===== config.mk =====
export PLATFORM = sky130hd
export DESIGN_NAME = div_unit
export DESIGN_NICKNAME = d
export VERILOG_FILES = /design/src/rtl/div_unit.sv
export SDC_FILE = /design/constraint.sdc
export NUM_CORES = 1
export LEC_CHECK = 0
export CAP_MARGIN = 15
export CORE_UTILIZATION = 50
export CTS_CLUSTER_DIAMETER = 100
export CTS_CLUSTER_SIZE = 10
export DETAILED_ROUTE_END_ITERATION = 8
export PLACE_DENSITY = 0.72
export SLEW_MARGIN = 30
export SYNTH_ARGS = -nofsm -noshare
export SYNTH_HDL_FRONTEND = slang
export SYNTH_SLANG_ARGS = --single-unit

===== constraint.sdc =====
create_clock -name clk -period 3.7 [get_ports clk]
set_input_delay 0.37 -clock clk [delete_from_list [all_inputs] [get_ports clk]]
set_output_delay 0.37 -clock clk [all_outputs]
set_load 0.01 [all_outputs]

===== src/rtl/div_unit.sv =====
// div_unit: iterative restoring divider for the execute stage (DIV/DIVU).
// Produces {HI = remainder, LO = quotient}, one quotient bit per cycle on
// operand magnitudes, with the sign fix-up applied in the DONE cycle.
// Optional macro DIV_ZERO_FAST_EN: a zero divisor skips the iteration and
// completes one cycle after start instead of taking the full WIDTH+1 path.
module div_unit #(
    parameter int WIDTH = 32,
    parameter int CNT_W = 6
) (
    input  logic                 clk,
    input  logic                 resetn,
    input  logic                 start_i,
    input  logic                 signed_i,
    input  logic [WIDTH-1:0]     a_i,
    input  logic [WIDTH-1:0]     b_i,
    input  logic                 annul_i,
    output logic                 stall_o,
    output logic                 ready_o,
    output logic [2*WIDTH-1:0]   result_o
);

    typedef enum logic [1:0] {
        IDLE = 2'd0,
        BUSY = 2'd1,
        DONE = 2'd2
    } state_t;

    localparam logic [WIDTH-1:0] ONE = WIDTH'(1);

    state_t             state;
    logic [CNT_W-1:0]   count;
    logic [WIDTH-1:0]   quot;
    logic [WIDTH-1:0]   rem;
    logic [WIDTH-1:0]   divisor;
    logic [WIDTH-1:0]   dividend_raw;
    logic               quot_neg;
    logic               rem_neg;
    logic               div_zero;

    logic               start_ok;
    logic               a_neg;
    logic               b_neg;
    logic [WIDTH-1:0]   a_mag;
    logic [WIDTH-1:0]   b_mag;
    logic [WIDTH:0]     shifted;
    logic [WIDTH:0]     diff;
    logic               last_step;
    logic [WIDTH-1:0]   quot_final;
    logic [WIDTH-1:0]   rem_final;
    logic [2*WIDTH-1:0] fixed_result;

    // Operand conditioning, one restoring step and the final sign fix-up.
    always_comb begin
        start_ok     = (state == IDLE) && start_i && !annul_i;
        a_neg        = signed_i && a_i[WIDTH-1];
        b_neg        = signed_i && b_i[WIDTH-1];
        a_mag        = a_neg ? (~a_i + ONE) : a_i;
        b_mag        = b_neg ? (~b_i + ONE) : b_i;
        shifted      = {rem, quot[WIDTH-1]};
        diff         = shifted - {1'b0, divisor};
        last_step    = (count == CNT_W'(WIDTH - 1));
        quot_final   = quot_neg ? (~quot + ONE) : quot;
        rem_final    = rem_neg ? (~rem + ONE) : rem;
        fixed_result = div_zero ? {dividend_raw, {WIDTH{1'b1}}}
                                : {rem_final, quot_final};
    end

    // Stall covers the start cycle and every iteration; DONE lets the instruction go.
    always_comb begin
        stall_o = start_ok || (state == BUSY);
        ready_o = (state == DONE) && !annul_i;
    end

    // Control FSM and datapath registers; annul returns to IDLE from any state.
    always_ff @(posedge clk or negedge resetn) begin
        if (!resetn) begin
            state        <= IDLE;
            count        <= '0;
            quot         <= '0;
            rem          <= '0;
            divisor      <= '0;
            dividend_raw <= '0;
            quot_neg     <= 1'b0;
            rem_neg      <= 1'b0;
            div_zero     <= 1'b0;
            result_o     <= '0;
        end else begin
            case (state)
                IDLE: begin
                    if (start_ok) begin
                        quot         <= a_mag;
                        rem          <= '0;
                        divisor      <= b_mag;
                        dividend_raw <= a_i;
                        quot_neg     <= a_neg ^ b_neg;
                        rem_neg      <= a_neg;
                        div_zero     <= (b_i == '0);
                        count        <= '0;
`ifdef DIV_ZERO_FAST_EN
                        state        <= (b_i == '0) ? DONE : BUSY;
`else
                        state        <= BUSY;
`endif
                    end
                end
                BUSY: begin
                    if (annul_i) begin
                        state <= IDLE;
                    end else begin
                        if (!diff[WIDTH]) begin
                            rem  <= diff[WIDTH-1:0];
                            quot <= {quot[WIDTH-2:0], 1'b1};
                        end else begin
                            rem  <= shifted[WIDTH-1:0];
                            quot <= {quot[WIDTH-2:0], 1'b0};
                        end
                        count <= count + CNT_W'(1);
                        if (last_step) begin
                            state <= DONE;
                        end
                    end
                end
                DONE: begin
                    if (!annul_i) begin
                        result_o <= fixed_result;
                    end
                    state <= IDLE;
                end
                default: begin
                    state <= IDLE;
                end
            endcase
        end
    end

endmodule


**Word level (Yosys, flattened, before mapping)**

Cells that the tools add are included.

- Input bits: 69
- Output and inout port bits: 66
- Logic and storage cells: 62
- Flip-flop bits (word level): 203

- Equal/unequal tests: 6
- Bitwise operators: 6
- Multiplexer cells: 20
- $add $sub $neg: 6
- Reduce and logical (&&, ||, !) cells: 14

Operator list:

| cell | count |
|---|---|
| $mux W32 | 9 |
| $add A32 B1 Y32 const B | 4 |
| $not A32 Y32 | 4 |
| $pmux W32 S2 | 2 |
| $mux W64 | 1 |
| $sub A33 B32 Y33 | 1 |
| $logic_not A32 Y1 | 1 |
| $mux W6 | 2 |
| $pmux W6 S2 | 1 |
| $add A6 B1 Y6 const B | 1 |
| $eq A6 B5 Y1 const B | 1 |
| $mux W2 | 3 |
| $reduce_and A2 Y1 | 3 |
| $logic_and A1 B1 Y1 | 5 |
| $ne A2 B2 Y1 const B | 2 |
| $pmux W2 S2 | 1 |
| $ne A3 B3 Y1 const B | 1 |
| $reduce_and A3 Y1 | 1 |
| $eq A2 B1 Y1 const B | 1 |
| $eq A2 B2 Y1 const B | 1 |
| $logic_not A2 Y1 | 1 |
| $reduce_bool A2 Y1 | 1 |
| $logic_not A1 Y1 | 1 |
| $logic_or A1 B1 Y1 | 1 |
| other kinds (3) | 3 |

**Logic depth before layout (Yosys ltp)**

- Depth in word-level cells: 5
- Depth in mapped cells: 13
- Gate-level depth less buffers: 11

**Worst setup path after synthesis**

Ideal clock, no wire load.

- Kind: flip-flop to flip-flop
- Start: reg rem[8]
- End: reg rem[30]
- Cell stages (with the launch flop): 11
- Required time: 3.564 ns
- Setup slack: 0.752 ns
- Data arrival time: 2.812 ns
- Clock period less this slack: 2.948 ns
- Cell sequence: dfrtp_1 -> ha_1 -> clkbuf_1 -> a21oi_1 -> o211ai_1 -> nand4_1 -> a31oi_1 -> or4b_1 -> and3_1 -> a32oi_1 -> or3b_2

- Longest elaborated chain between the ends: 4

RTL lines:

| element | RTL line | text |
|---|---|---|
| start, declared | 33 | `logic [WIDTH-1:0] rem;` |
| start signal, assigned | 111 | `rem <= diff[WIDTH-1:0];` |
| start signal, assigned | 114 | `rem <= shifted[WIDTH-1:0];` |
| $sub A33 B32 Y33 | 60 | `diff = shifted - {1'b0, divisor};` |
| $mux W32 | 110 | `if (!diff[WIDTH]) begin` |
| $mux W32 | 107 | `if (annul_i) begin` |
| $pmux W32 S2 | 88 | `case (state)` |

No other way between the ends. The select of a mux whose other input is x is not followed.
A chain may end at the register's enable or synchronous reset.

**Final worst setup path**

- Start: reg rem[6]
- End: reg rem[30]

The elaborated chain is that of the path after synthesis.

==> flow_summary.yaml <==
place:
  gp_congestion: 0.882
  dp.final_hpwl_um: 24700
  io_buffers: 134
pwr:
  clkPwrFrac_pct: 20.7
  power_density_nw_per_um2: 658
  swShare_pct: 41.2
  power.share.sequential_pct: 32.0
  p_int_mw: 5.78
  ir_worst_vdd_uv: 423
  pwr-share-comb_pct: 47.3
  p_leak_nw: 6.49
  p_sw_mw: 4.04
  total_power_mw: 9.82
sta:
  final.setup.tns_ps: 0
  timing.fmax_ghz: 0.290
  slew_viol_final: 0
  maxSlewHeadroom_pct: 46.3
  clock_skew_ps: 12.8
  period_minus_slack_ps: 3450
  hold_viol: 0
  timing.hold.ws_ps: 456
  tightest_slew_ps: 803
  finalCritPeriodShare_pct: 93.4
  setup_violations: 0
  rsz0062_at_grt: "false"
cts:
  htreeDepth: 1
  cts_root_buf: "clkbuf_16"
  cts.clk_slew.worst_paths_ps: 60
  post_cts_buffers: 0
  clock-sinks: 203
  clk_path_buf_depth: 3
  cts_tree: "built"
  worstSkewPairLatency_ps: 520
  cts_buffers: 24
synthesis:
  synth_top_cells_by_count: "252 x nand2_1, 203 x dfrtp_1, 179 x o21ai_0"
  synth_area_leader_cell: "dfrtp_1"
  synth_flop_cell: "dfrtp_1"
  synth_most_common_cell: "nand2_1"
  synthTopCellsByArea: "dfrtp_1 40%, nand2_1 7.5%, o21ai_0 7.1%"
  async_reset_ff_share_pct: 100
  syn_avg_cell_area_um2: 8.44
  synth.distinct_cells: 67
  synth_edf_count: 0
  yosys_warnings: 0
  synthCells: 1490
  synth_seq_cells: 203
  synth_seq_area_share_pct: 40.4
  synth_nets: 1597
  netlist_area_um2: 12600
  synth_top_area_share_pct: 40.4
critical_path:
  r2r-end: "rem[30]$_DFFE_PN0P_"
  required_ps: 4090
  rr_worst_depth: 9
  cp_max_fo: 7
  cp-endpoint: "rem[30]$_DFFE_PN0P_"
  start_kind: "flip-flop"
  arrival_ps: 3840
  worst-setup-path-type: "flip-flop to flip-flop"
  crit_start: "rem[6]$_DFFE_PN0P_"
  r2r_start: "rem[6]$_DFFE_PN0P_"
  worstSetupEndpointType: "flip-flop"
  r2r_setup_slack_ps: 250
global_route:
  grt_first_pass_wirelength_um: 56400
  grt_pass1_vias: 10786
  grt_max_degree: 123
  grt_antenna_before_repair: 0
  grt_usage_pct: 26.9
  grt_overflow_total: 0
routing:
  dr.pass1.iters: 5
  viasPerCell: 5.81
  antenna_left: 0
  drt_wl_total_um: 34000
  wl_per_cell_um: 17.7
  drcViolationCount: 0
  first_iter_violations: 798
  via_count: 11169
floorplan:
  die_h_um: 161
  die_area_um2: 25800
  rows: 57
  start_util_pct: 51.3
  core_um2: 24500
  die_width_um: 161
  pin_count: 135
layout:
  drive_gt1_share_pct: 5.82
  layout.nets: 1705
  areaGrowthSynthToFinish_pct: 18.7
  antenna_cells: 0
run_status:
  outcome: "finished clean"
job:
  maxCapViolations: 0
min_path:
  hold_class: "primary input to asynchronous set/reset pin"
## cell families (layout without fill, tap and decap cells)
kind of cell	count (synthesis)	after routing	share of synthesized area [%]
muxes	33	33	2.65
AOI/OAI and AO/OA	426	426	20.1
adders and majority gates	38	38	3.84
and+or+nand+nor	516	516	19.0
xor gates and xnor gates	145	145	10.1
DFF	203	203	40.4
buffers and inverters	129	238	3.93
## final cells by class
cell class	instances	area [um^2]
multi-input combinational	1158	7030
inverter	50	188
timing repair buffer	161	1590
clock inverter	2	25.0
sequential	203	5080
tap	324	405
fill	2191	9600
clock buffer	25	604
## metrics by stage
stage / utilization (%) / cell area [um^2] / std cells / setup slack, ps
floorplan: - / 12600 / 1490 / 752
global placement: 58.2 / 14300 / 1895 / 318
detailed placement: 58.2 / 14300 / 1895 / 169
CTS: 60.8 / 14900 / 1923 / 220
global route: 60.9 / 14900 / 1923 / 31.1
finish: 60.9 / 14900 / 1923 / 246
## flip-flops by register name, indices dropped and copies added, names as in the netlist
register	flops
result_o	64
dividend_raw	32
divisor	32
quot	32
rem	32
count	6
state	2
div_zero	1
quot_neg	1
rem_neg	1
## routing by layer
metal  wire length [um]  vias to the layer above  GRT usage [%]
met1              15200                     5357           37.4
met4                882                        0           7.53
li1                   -                     5407              -
met3               2010                       56           3.33
met2              15800                      349           44.3
met5                  0                        -              0
## repair_timing
| action | in CTS | in global routing |
|---|---|---|
| hold buffers | 1 | 0 |
| endpoints found under the hold margin | 78 | 0 |
| setup endpoints to repair | 0 | 10 |
| resized for setup | 0 | 1 |
## critical path, cell delays in order (launching register included)
cell	delay, ps
dfrtp_1	460
ha_1	410
a21oi_1	220
nand2_1	100
o2111ai_1	390
a31oi_2	230
or4b_1	600
and3_1	240
a32oi_1	220
or3b_2	450
## layout by cell type (no fill, tap or decap), drive strengths merged, types with 20 or more instances in the layout
cell	Yosys	final
a21oi	120	120
buf	13	26
clkbuf	66	26
clkdlybuf4s50	0	133
dfrtp	203	203
ha	37	37
inv	50	51
mux2i	31	31
nand2	253	253
nor2	120	120
o21ai	184	184
o31ai	28	28
or3	20	20
xnor2	53	53
xor2	92	92
## power by group through the flow
stage	logic [mW]	clock network, mW	registers, mW
2_1_floorplan	3.48	0	3.01
3_3_place_gp	4.53	0	3.16
3_5_place_dp	4.59	0	3.17
4_1_cts	4.63	2.08	3.14
5_1_grt	5.22	2.17	3.20
6_report	4.64	2.03	3.14
## worst min path at each step
| stage | start | endpoint | slack (ps) | cells after the start |
|---|---|---|---|---|
| after global routing | dividend_raw[22]$_DFFE_PN0P_ | dividend_raw[22]$_DFFE_PN0P_ | 500 | 2 |
| final | resetn | divisor[31]$_DFFE_PN0P_ | 460 | 2 |
| after floorplan | resetn | count[0]$_DFFE_PN0P_ | 70 | 0 |
| after CTS | a_i[11] | dividend_raw[11]$_DFFE_PN0P_ | 460 | 3 |
| after detailed placement | dividend_raw[22]$_DFFE_PN0P_ | dividend_raw[22]$_DFFE_PN0P_ | 460 | 2 |
| after global placement | dividend_raw[29]$_DFFE_PN0P_ | dividend_raw[29]$_DFFE_PN0P_ | 450 | 2 |
Note: power is estimated with default switching activity, not from simulation.
